--- config.mk ---
export PLATFORM = sky130hd
export DESIGN_NAME = stopwatch
export DESIGN_NICKNAME = d
export VERILOG_FILES = /design/src/rtl/stopwatch.sv
export SDC_FILE = /design/constraint.sdc
export NUM_CORES = 1
export LEC_CHECK = 0
export BUFFER_PORTS_ARGS = -buffer_cell sky130_fd_sc_hd__buf_2
export CAP_MARGIN = 20
export CORE_ASPECT_RATIO = 1.75
export CORE_MARGIN = 8
export CORE_UTILIZATION = 33
export CTS_CLUSTER_SIZE = 8
export DETAILED_ROUTE_END_ITERATION = 10
export SKIP_CTS_REPAIR_TIMING = 1
export SLEW_MARGIN = 40
export SYNTH_ARGS = -nofsm -noshare
export SYNTH_HDL_FRONTEND = slang
export SYNTH_SLANG_ARGS = --single-unit
--- constraint.sdc ---
create_clock -name clk_1hz -period 1.89 [get_ports clk_1hz]
set_input_delay 0.378 -clock clk_1hz [delete_from_list [all_inputs] [get_ports clk_1hz]]
set_output_delay 0.378 -clock clk_1hz [all_outputs]
set_load 0.02 [all_outputs]
--- src/rtl/stopwatch.sv ---
// Count-up hr:min:sec stopwatch with button edge detection, lap capture and an hour limit.
// Define STOPWATCH_WRAP_EN to wrap to 00:00:00 at MAX_HR:59:59 instead of entering OVF.
module stopwatch #(
    parameter int MAX_HR = 23
) (
    input  logic       clk_1hz,
    input  logic       rst_n,
    input  logic       start,
    input  logic       stop,
    input  logic       lap,
    input  logic       clear,
    output logic [4:0] hr,
    output logic [5:0] min,
    output logic [5:0] sec,
    output logic [4:0] lap_hr,
    output logic [5:0] lap_min,
    output logic [5:0] lap_sec,
    output logic       lap_valid,
    output logic [3:0] lap_cnt,
    output logic       running,
    output logic       overflow
);

    localparam logic [4:0] HR_TOP = 5'(MAX_HR);

    typedef enum logic [1:0] {
        S_IDLE  = 2'd0,
        S_RUN   = 2'd1,
        S_PAUSE = 2'd2,
        S_OVF   = 2'd3
    } state_t;

    state_t state, state_nxt;

    logic start_d, stop_d, lap_d, clear_d;
    logic start_e, stop_e, lap_e, clear_e;
    logic at_max;
    logic inc_en, cap_en;
    logic [4:0] hr_nxt;
    logic [5:0] min_nxt, sec_nxt;

    function automatic logic [3:0] lap_cnt_sat_inc(input logic [3:0] v);
        return (v == 4'hF) ? v : v + 4'd1;
    endfunction

    // Delay registers come out of reset high so a button held through reset is not seen as a press
    always_ff @(posedge clk_1hz) begin
        if (!rst_n) begin
            start_d <= 1'b1;
            stop_d  <= 1'b1;
            lap_d   <= 1'b1;
            clear_d <= 1'b1;
        end else begin
            start_d <= start;
            stop_d  <= stop;
            lap_d   <= lap;
            clear_d <= clear;
        end
    end

    assign start_e = start & ~start_d;
    assign stop_e  = stop  & ~stop_d;
    assign lap_e   = lap   & ~lap_d;
    assign clear_e = clear & ~clear_d;

    assign at_max = (hr == HR_TOP) && (min == 6'd59) && (sec == 6'd59);
    assign inc_en = (state == S_RUN) && !stop_e && !clear_e;
    assign cap_en = (state == S_RUN) && lap_e && !clear_e;

    always_ff @(posedge clk_1hz) begin
        if (!rst_n) begin
            state <= S_IDLE;
        end else begin
            state <= state_nxt;
        end
    end

    always_comb begin
        state_nxt = state;
        if (clear_e) begin
            state_nxt = S_IDLE;
        end else begin
            case (state)
                S_IDLE: begin
                    if (start_e) state_nxt = S_RUN;
                end
                S_RUN: begin
                    if (stop_e) begin
                        state_nxt = S_PAUSE;
                    end
`ifndef STOPWATCH_WRAP_EN
                    else if (at_max) begin
                        state_nxt = S_OVF;
                    end
`endif
                end
                S_PAUSE: begin
                    if (start_e) state_nxt = S_RUN;
                end
                S_OVF: begin
                    state_nxt = S_OVF;
                end
                default: state_nxt = S_IDLE;
            endcase
        end
    end

`ifdef STOPWATCH_WRAP_EN
    logic ovf_pulse;

    always_ff @(posedge clk_1hz) begin
        if (!rst_n || clear_e) begin
            ovf_pulse <= 1'b0;
        end else begin
            ovf_pulse <= inc_en && at_max;
        end
    end

    always_comb begin
        running  = (state == S_RUN);
        overflow = ovf_pulse;
    end
`else
    always_comb begin
        running  = (state == S_RUN);
        overflow = (state == S_OVF);
    end
`endif

    // Ripple carry sec -> min -> hr; at the hour limit either wrap or hold
    always_comb begin
        hr_nxt  = hr;
        min_nxt = min;
        sec_nxt = sec;
        if (sec != 6'd59) begin
            sec_nxt = sec + 6'd1;
        end else if (min != 6'd59) begin
            sec_nxt = '0;
            min_nxt = min + 6'd1;
        end else if (hr != HR_TOP) begin
            sec_nxt = '0;
            min_nxt = '0;
            hr_nxt  = hr + 5'd1;
        end else begin
`ifdef STOPWATCH_WRAP_EN
            sec_nxt = '0;
            min_nxt = '0;
            hr_nxt  = '0;
`endif
        end
    end

    always_ff @(posedge clk_1hz) begin
        if (!rst_n || clear_e) begin
            hr  <= '0;
            min <= '0;
            sec <= '0;
        end else if (inc_en) begin
            hr  <= hr_nxt;
            min <= min_nxt;
            sec <= sec_nxt;
        end
    end

    // Lap captures the count as it stood before this edge's increment
    always_ff @(posedge clk_1hz) begin
        if (!rst_n || clear_e) begin
            lap_hr    <= '0;
            lap_min   <= '0;
            lap_sec   <= '0;
            lap_valid <= 1'b0;
            lap_cnt   <= '0;
        end else if (cap_en) begin
            lap_hr    <= hr;
            lap_min   <= min;
            lap_sec   <= sec;
            lap_valid <= 1'b1;
            lap_cnt   <= lap_cnt_sat_inc(lap_cnt);
        end
    end

endmodule

==> Word level (Yosys, flattened, before mapping) <==
Cells that the tools add are included.
{ "classes": {"bitwise_logic": 12, "muxes": 8, "add_sub_neg": 4, "n_eq_ne": 12, "n_reduce_logical": 20} }
{ "op_table": {"columns": ["cell", "n"], "rows": [
  ["$mux 6", 4],
  ["$add 6x1->6 const B", 2],
  ["$eq 6x6->1 const B", 2],
  ["$ne 6x6->1 const B", 2],
  ["$not 1->1", 8],
  ["$logic_and 1x1->1", 6],
  ["$mux 2", 3],
  ["$pmux 2 s3", 1],
  ["$reduce_and 2->1", 3],
  ["$add 5x1->5 const B", 1],
  ["$eq 5x5->1 const B", 1],
  ["$ne 5x5->1 const B", 1],
  ["$add 4x1->4 const B", 1],
  ["$and 1x1->1", 4],
  ["$eq 2x2->1 const B", 2],
  ["$eq 4x4->1 const B", 1],
  ["$reduce_and 4->1", 1],
  ["$reduce_or 2->1", 2],
  ["$logic_not 1->1", 3],
  ["$ne 3x1->1 const B", 1],
  ["$reduce_and 3->1", 1],
  ["$reduce_bool 3->1", 1],
  ["$eq 2x1->1 const B", 1],
  ["$logic_not 2->1", 1],
  ["other kinds (3)", 3]
]} }
{ "totals": {"wordCells": 69, "ff_bits": 45, "inputBits": 6, "output_inout_bits": 41} }

==> Depth between registers and ports, before layout <==
Gate-level depths: netlist (run 1).
{ "logic_depth": {"ltp_word": 6, "depth_mapped": 7, "mapped_depth_nobuf": 5} }

==> Worst setup path before layout (run 1) <==
No wires, ideal clock.
{ "synth_timing": {"path_type": "register -> register", "from": "register sec[0]", "to": "register min[2]", "period_less_slack_ns": 1.875, "n_path_buf": 1, "stages_incl_launch_ff": 7, "t_arrival_ns": 1.803, "path_slack_ns": 0.015, "setup_ns": 0.072, "path_cell_list": "dfxtp_1 > ha_1 > and3b_1 > nand3_2 > buf_2 > nor4b_1 > mux2i_1"} }
{ "synth_between": {"elab_chain_len": 3} }
{ "synth_rtl": {"columns": ["element", "line_no", "source"], "rows": [
  ["from (decl)", "14", "output logic [5:0] sec,"],
  ["from (signal assigned)", "161", "sec <= sec_nxt;"],
  ["$ne 6x6->1", "135", "if (sec != 6'd59) begin"],
  ["$not 1->1 (no line)", null, null],
  ["$reduce_and 3->1 (no line)", null, null],
  ["to (signal assigned)", "160", "min <= min_nxt;"],
  ["to (decl)", "13", "output logic [5:0] min,"]
]} }
No other way between the ends.
A chain may end at the register's enable or synchronous reset.

==> Worst setup path after layout (run 1) <==
{ "layout_timing": {"from": "register sec[0]", "to": "register hr[0]"} }
{ "layout_between": {"elab_chain_len": 3} }
{ "layout_rtl": {"columns": ["element", "line_no", "source"], "rows": [
  ["$ne 6x6->1", "135", null],
  ["$not 1->1 (no line)", null, null],
  ["$reduce_and 4->1 (no line)", null, null],
  ["to (signal assigned)", "159", "hr <= hr_nxt;"],
  ["to (decl)", "12", "output logic [4:0] hr,"]
]} }
No other way between the ends.

==> results of run 1 <==
==> routing by layer <==
layer  GRT usage  up-vias
li1            -      989
met1       0.142      941
met2       0.229       43
met3      0.0294        9
met4      0.0593        0
met5           0        -
==> stage by stage <==
stage / instance area [um2] / utilization / total power, W
global placement: 2530 / 0.431 / 0.00107
finish: 2680 / 0.456 / 0.00175
global route: 2680 / 0.456 / 0.00182
floorplan: 2010 / - / 0.00103
CTS: 2640 / 0.448 / 0.00177
detailed placement: 2530 / 0.431 / 0.00107
==> synthesized netlist by cell type (2+ instances only) <==
library cell   n
or4_1          2
nand2b_1       8
o31ai_1        5
o21ai_0        4
a21oi_1       28
and2_1         3
or3_1          2
o311a_1        2
nand3b_1       2
dfxtp_1       45
nor4b_1        2
ha_1           4
nor4_1         5
o22ai_1        2
buf_2          4
mux2_2         2
nor2_1         9
and3_1         3
nand2_1       53
nand4_1        4
mux2i_1        4
nor3_1         2
a211oi_2       2
clkbuf_1       8
nand3_1       12
and3b_1        2
a31oi_1        2
==> power groups by stage <==
stage	clock network (W)	registers (W)	logic, W
floorplan	0	0.000982	0.0000473
global placement	0	0.000981	0.0000884
detailed placement	0	0.000981	0.0000891
CTS	0.000722	0.000959	0.0000896
global route	0.000767	0.000960	0.0000984
finish	0.000701	0.000959	0.0000883
==> worst max path at each step <==
stage | from | to | slack, ps | depth (start not counted)
floorplan | sec[0] | min[2] | 10 | 6
global placement | min[0] | min[3] | 80 | 5
detailed placement | min[0] | hr[3] | 80 | 5
CTS | min[0] | hr[3] | 50 | 5
global route | hr[1] | sec[3] | 30 | 5
finish | sec[0] | hr[0] | 120 | 6
==> layout make-up <==
cell class | instances | area [um2]
clock buffers | 5 | 68.8
inverters | 1 | 3.75
multi-input cells | 180 | 1100
clock inverters | 2 | 35.0
flip-flops and latches | 45 | 902
well taps | 78 | 97.6
repair buffers | 73 | 470
fillers | 608 | 3200
==> kinds of logic (layout without fill, tap and decap cells) <==
kind of cell	count (synthesis)	in the layout	share of synthesized area
xor+xnor	1	1	0.00435
simple gates	119	119	0.311
mux	6	6	0.0311
buf+inv	13	81	0.0267
compound gates	50	50	0.155
flops	45	45	0.447
fa+ha+maj	4	4	0.0248
==> registers in the layout, summed over array words and instances (netlist names) <==
name,cells
min,6
start_d,1
lap_d,1
stop_d,1
lap_sec,6
state,2
clear_d,1
hr,5
sec,6
lap_cnt,4
lap_valid,1
lap_min,6
lap_hr,5
==> metrics.md, run 1 <==
| Metric | Value |
|---|---|
| Status | finished, final reports clean |
| Core Region | between 5000 and 6000 um2 |
| Routability congestion estimate from global placement | 0.898 |
| Worst R2R End | hr[0] |
| Post-route DRC | 0 |
| Clk_skew | 8.79 ps |
| Synth top area cells | dfxtp_1, nand2_1, a21oi_1 |
| Vias in the first global route | 1,967 |
| Seq/Total Area, Yosys | 0.447 |
| Final WL | 5510 um |
| Commonest non-fill, non-tap cell in the layout | nand2_1 |
| Clock power frac | 0.401 |
| IO buf count | between 40 and 50 |
| First-pass DRT Iterations | 4 |
| Initial Util | 0.343 |
| Final instance count without filler cells | 384 |
| Placed cells | 377 |
| Netlist cell types | 44 |
| First-pass GRT wire length | 9380 um |
| RSZ-0062 raised after global routing | false |
| Final Hold Viols | 0 |
| Setup TNS | 0 ps |
| Clock Sinks | 45 |
| Fmax | 0.564 GHz |
| Final Setup Violations | 0 |
| Total of max-cap violations | 0 |
| Largest net degree at the start of global routing | 19 |
| Top Layer Used | met4 |
| Switching Share | 0.214 |
| Place WS | 78.8 ps |
| Post-synthesis register bit count | between 40 and 50 |
| H-Tree Depth | 2 |
| Critical path's top delay family | simple AND/OR/NAND/NOR gates |
| Seq pwr share | 0.549 |
| EDFF count, synth | 0 |
| Worst slew pin tran | roughly 350 ps |
| Leak | ~1.2 nW |
| Synth Warn # | 0 |
| Hold_ws | 278 ps |
| Hold EP | lap_d |
| Die ar. | roughly 9000 um2 |
| CTS Buffer Depth | 2 |
| PwrDens | 651 nW/um2 |
| Site row count | 37 |
| Fin crit share | 0.937 |
| Ant. Diodes | 0 |
| Commonest cells after routing, fill and taps aside | nand2_1, buf_2, dfxtp_1, a21oi_1, buf_4 |
| Asr flop ratio synth | 0 |
| Mean post-synth cell area | 8.46 um2 |
| Total CTS buffers | 5 |
| Worst-path cell chain | ha_1 -> and3b_1 -> nand3_4 -> buf_4 -> or4_1 -> a21oi_1 |
| Fin nets | 316 |
| Critical path startpoint category | flip-flop |
| DIE WIDTH | 75.1 um |
| Max Slew Vio Count | 0 |
| Met1 wire length | 2200 um |
| Hpwl dp | between 4000 and 5000 um |
| Worst R2R Setup Slack | approximately 120 ps |
| CP max stage delay | 470 ps |
| Hold Path Origin | lap |
| Yosys top cell by area | dfxtp_1 |
| Hold Path Class | in2reg |
| Worst reg2reg path startpoint | sec[0] |
| Wire length on met2 | 2930 um |
| Netlist Area Pre-Place | 2010 um2 |
| Worst EP arrival | 2000 ps |
| Final min period | roughly 1800 ps |
| CTS tree | built |
| Post-Syn Instances | 238 |
| Hold path depth | 2 |
| Critical-path maximum fanout | 6 |
| Vias | 1,982 |
| Drt wl/cell | about 14 um |
| Critical path endpoint category | flip-flop |
| Initial antenna violation count | 0 |
| Synth Flop Type | dfxtp_1 |
| Synthesized net count | 248 |
| Setup WS post-layout | around 120 ps |
| Met3 Routed Length | 268 um |
| P_sw | approximately 0.00037 W |
| Worst-path clk slew | 80 ps |
| Total GRT Usage | 0.131 |
| Max-slew headroom | 0.767 |
| Skew-Pair Late Insertion Delay | 300 ps |
| Layout cells sized above 1 | 0.310 |
| Synth top area share | 0.447 |
| Grt total ovfl | 0 |
| Combinational share of power | 0.051 |
| Detailed Route Iter0 Violations | 132 |
| Vias per inst | 5.16 |
| Pint | 0.00137 W |
| WP data required | 2120 ps |
| Clock root cell | clkbuf_8 |
| CP max-delay cell | or4_1 |
| Buf/Inv on CP | 1 |
| Antenna-violating nets left | 0 |
| Die height | around 120 um |
| IO Count | 47 |
| Reg2reg path depth | 6 |
| Critical path class | reg2reg |
| Synth-to-Final Area Change | 33.2% |
| VDD IR max | roughly 0.37 mV |
(Power assumes the default switching activity.)
==> run 2: changes to the inputs <==
REMOVE_ABC_BUFFERS = 1   (was default)
==> metrics.md, run 2 (same netlist as run 1, synthesis figures left out) <==
| Metric | Value |
|---|---|
| H-Tree Depth | 2 (unchanged) |
| Die ar. | 8960 um2 (unchanged) |
| Total GRT Usage | 0.131 (about the same) |
| Skew-Pair Late Insertion Delay | 290 ps (about the same) |
| Layout cells sized above 1 | 0.325 (+0.0143) |
| RSZ-0062 raised after global routing | false |
| Worst EP arrival | 2030 ps (+30 ps) |
| Worst reg2reg path startpoint | min[0] |
| Vias per inst | 5.13 (-0.69%) |
| Crit. Startpoint | min[0] |
| Switching Share | 0.222 (+0.00857) |
| Synth-to-Final Area Change | 31.9% |
| Worst-path clk slew | 80 ps (about the same) |
| Fmax | 0.553 GHz (-2.1%) |
| Critical path endpoint category | flip-flop |
| First-pass GRT wire length | 9290 um (-0.89%) |
| Final Setup Violations | 0 (unchanged) |
| Critical path startpoint category | flip-flop |
| Worst slew pin tran | 431 ps (+85.7 ps) |
| Clock power frac | 0.363 (-0.038) |
| Critical Path End | sec[3] |
| Commonest non-fill, non-tap cell in the layout | nand2_1 |
| Fin nets | 321 (+1.6%) |
| IO buf count | 46 (unchanged) |
| Ant. Diodes | 0 (unchanged) |
| PwrDens | 620 nW/um2 (-4.9%) |
| Clock Sinks | 45 (unchanged) |
| Antenna-violating nets left | 0 (unchanged) |
| Pint | 0.00128 W (-6.8%) |
| Worst R2R End | sec[3] |
| VDD IR max | 0.385 mV (+5.0%) |
| Fin crit share | 0.957 (+0.0197) |
| Hold Path Origin | stop |
| Max Slew Vio Count | 0 (unchanged) |
| CTS tree | built |
| Largest net degree at the start of global routing | 19 (unchanged) |
| Clk_skew | 5.00 ps (-3.79 ps) |
| DIE WIDTH | 75.1 um (unchanged) |
| Place WS | 62.1 ps (-16.7 ps) |
| Hpwl dp | 4410 um (+5.2%) |
| Core Region | 5880 um2 (unchanged) |
| Site row count | 37 (unchanged) |
| Combinational share of power | 0.055 (+0.004) |
| Routability congestion estimate from global placement | 0.854 (-5.0%) |
| Status | finished, final reports clean |
| Setup WS post-layout | 81.2 ps (-37.2 ps) |
| P_sw | 0.000366 W (-2.0%) |
| Fillers | 613 (+0.82%) |
| Initial antenna violation count | 0 (unchanged) |
| Final min period | 1810 ps (+37.2 ps) |
| Detailed Route Iter0 Violations | 61 (-54%) |
| Critical-path maximum fanout | 4 (-2) |
| First-pass DRT Iterations | 4 (unchanged) |
| Placed inst area | 2530 um2 (unchanged) |
| CTS Buffer Depth | 2 (unchanged) |
| Area of the multi-input gates | 1100 um2 (-0.57%) |
| Drt wl/cell | 14.5 um (+0.76%) |
| Hold Path Class | in2reg |
| Reg2reg path depth | 5 (-1) |
| Final WL | 5630 um (+2.1%) |
| Commonest cells after routing, fill and taps aside | nand2_1, buf_2, dfxtp_1, buf_4, a21oi_1 |
| Seq pwr share | 0.582 (+0.033) |
| Grt total ovfl | 0 (unchanged) |
| Vias in the first global route | 1,926 (-2.1%) |
| Total of max-cap violations | 0 (unchanged) |
| Initial Util | 0.343 (unchanged) |
| Critical path class | reg2reg |
| Max-slew headroom | 0.711 (-0.0555) |
| Final Hold Viols | 0 (unchanged) |
| Post-route design area | 2660 um2 (-0.93%) |
| Die height | 119 um (unchanged) |
| Total CTS buffers | 5 (unchanged) |
| Hold_ws | 278 ps (-0.681 ps) |
| Post-route DRC | 0 (unchanged) |
| Worst R2R Setup Slack | 80 ps (-40 ps) |
| Clock root cell | clkbuf_8 |
| Vias | 1,994 (+0.61%) |
| Leak | 1.13 nW (-4.2%) |
| Reg area | 901 um2 (-0.14%) |
| WP data required | 2110 ps (about the same) |
| IO Count | 47 (unchanged) |
## run 2: worst min-delay path by stage
stage | endpoint | slack (ps) | cells past startpoint
after floorplan | start_d | 440 | 1
after global placement | lap_min[0] | 440 | 2
after detailed placement | lap_min[0] | 440 | 2
after CTS | lap_d | 270 | 2
after global routing | clear_d | 270 | 2
final | stop_d | 280 | 2
## run 2: critical path, stage by stage, from the launching register on
cell and delay [ps]:
dfxtp_1 340, ha_1 230, nand3b_1 190, or4_4 590, and3_4 220, a211oi_2 160
## run 2: area by class of cell
type / instances / area share
Multi-Input combinational cell: 180 / 0.413
Inverter: 1 / 0.00141
Tap cell: 78 / 0.0367
Timing Repair Buffer: 78 / 0.177
Sequential cell: 45 / 0.339
Clock buffer: 7 / 0.0325
## run 2: through the flow
step / power (W) / std cells / setup TNS, ps / util
2_1_floorplan: 0.00102 / 226 / -283 / -
3_3_place_gp: 0.00107 / 382 / 0 / 0.431
4_1_cts: 0.00167 / 389 / 0 / 0.445
5_1_grt: 0.00173 / 389 / 0 / 0.452
6_report: 0.00165 / 389 / 0 / 0.452
3_5_place_dp: 0.00107 / 382 / 0 / 0.431
## run 2: routing by layer
metal  part of all wire  vias up  GRT usage
li1                   -      996          -
met1               0.37      954      0.130
met2               0.57       36      0.242
met3              0.034        8     0.0210
met4              0.023        0     0.0716
met5                  0        -          0
## run 2: power groups by stage
stage                     combinational, W  sequential, W  clock, W
after floorplan                  0.0000426       0.000982         0
after global placement           0.0000899       0.000980         0
after detailed placement         0.0000907       0.000981         0
after CTS                        0.0000910       0.000958  0.000622
after global routing             0.0000999       0.000959  0.000667
final                            0.0000913       0.000958  0.000597
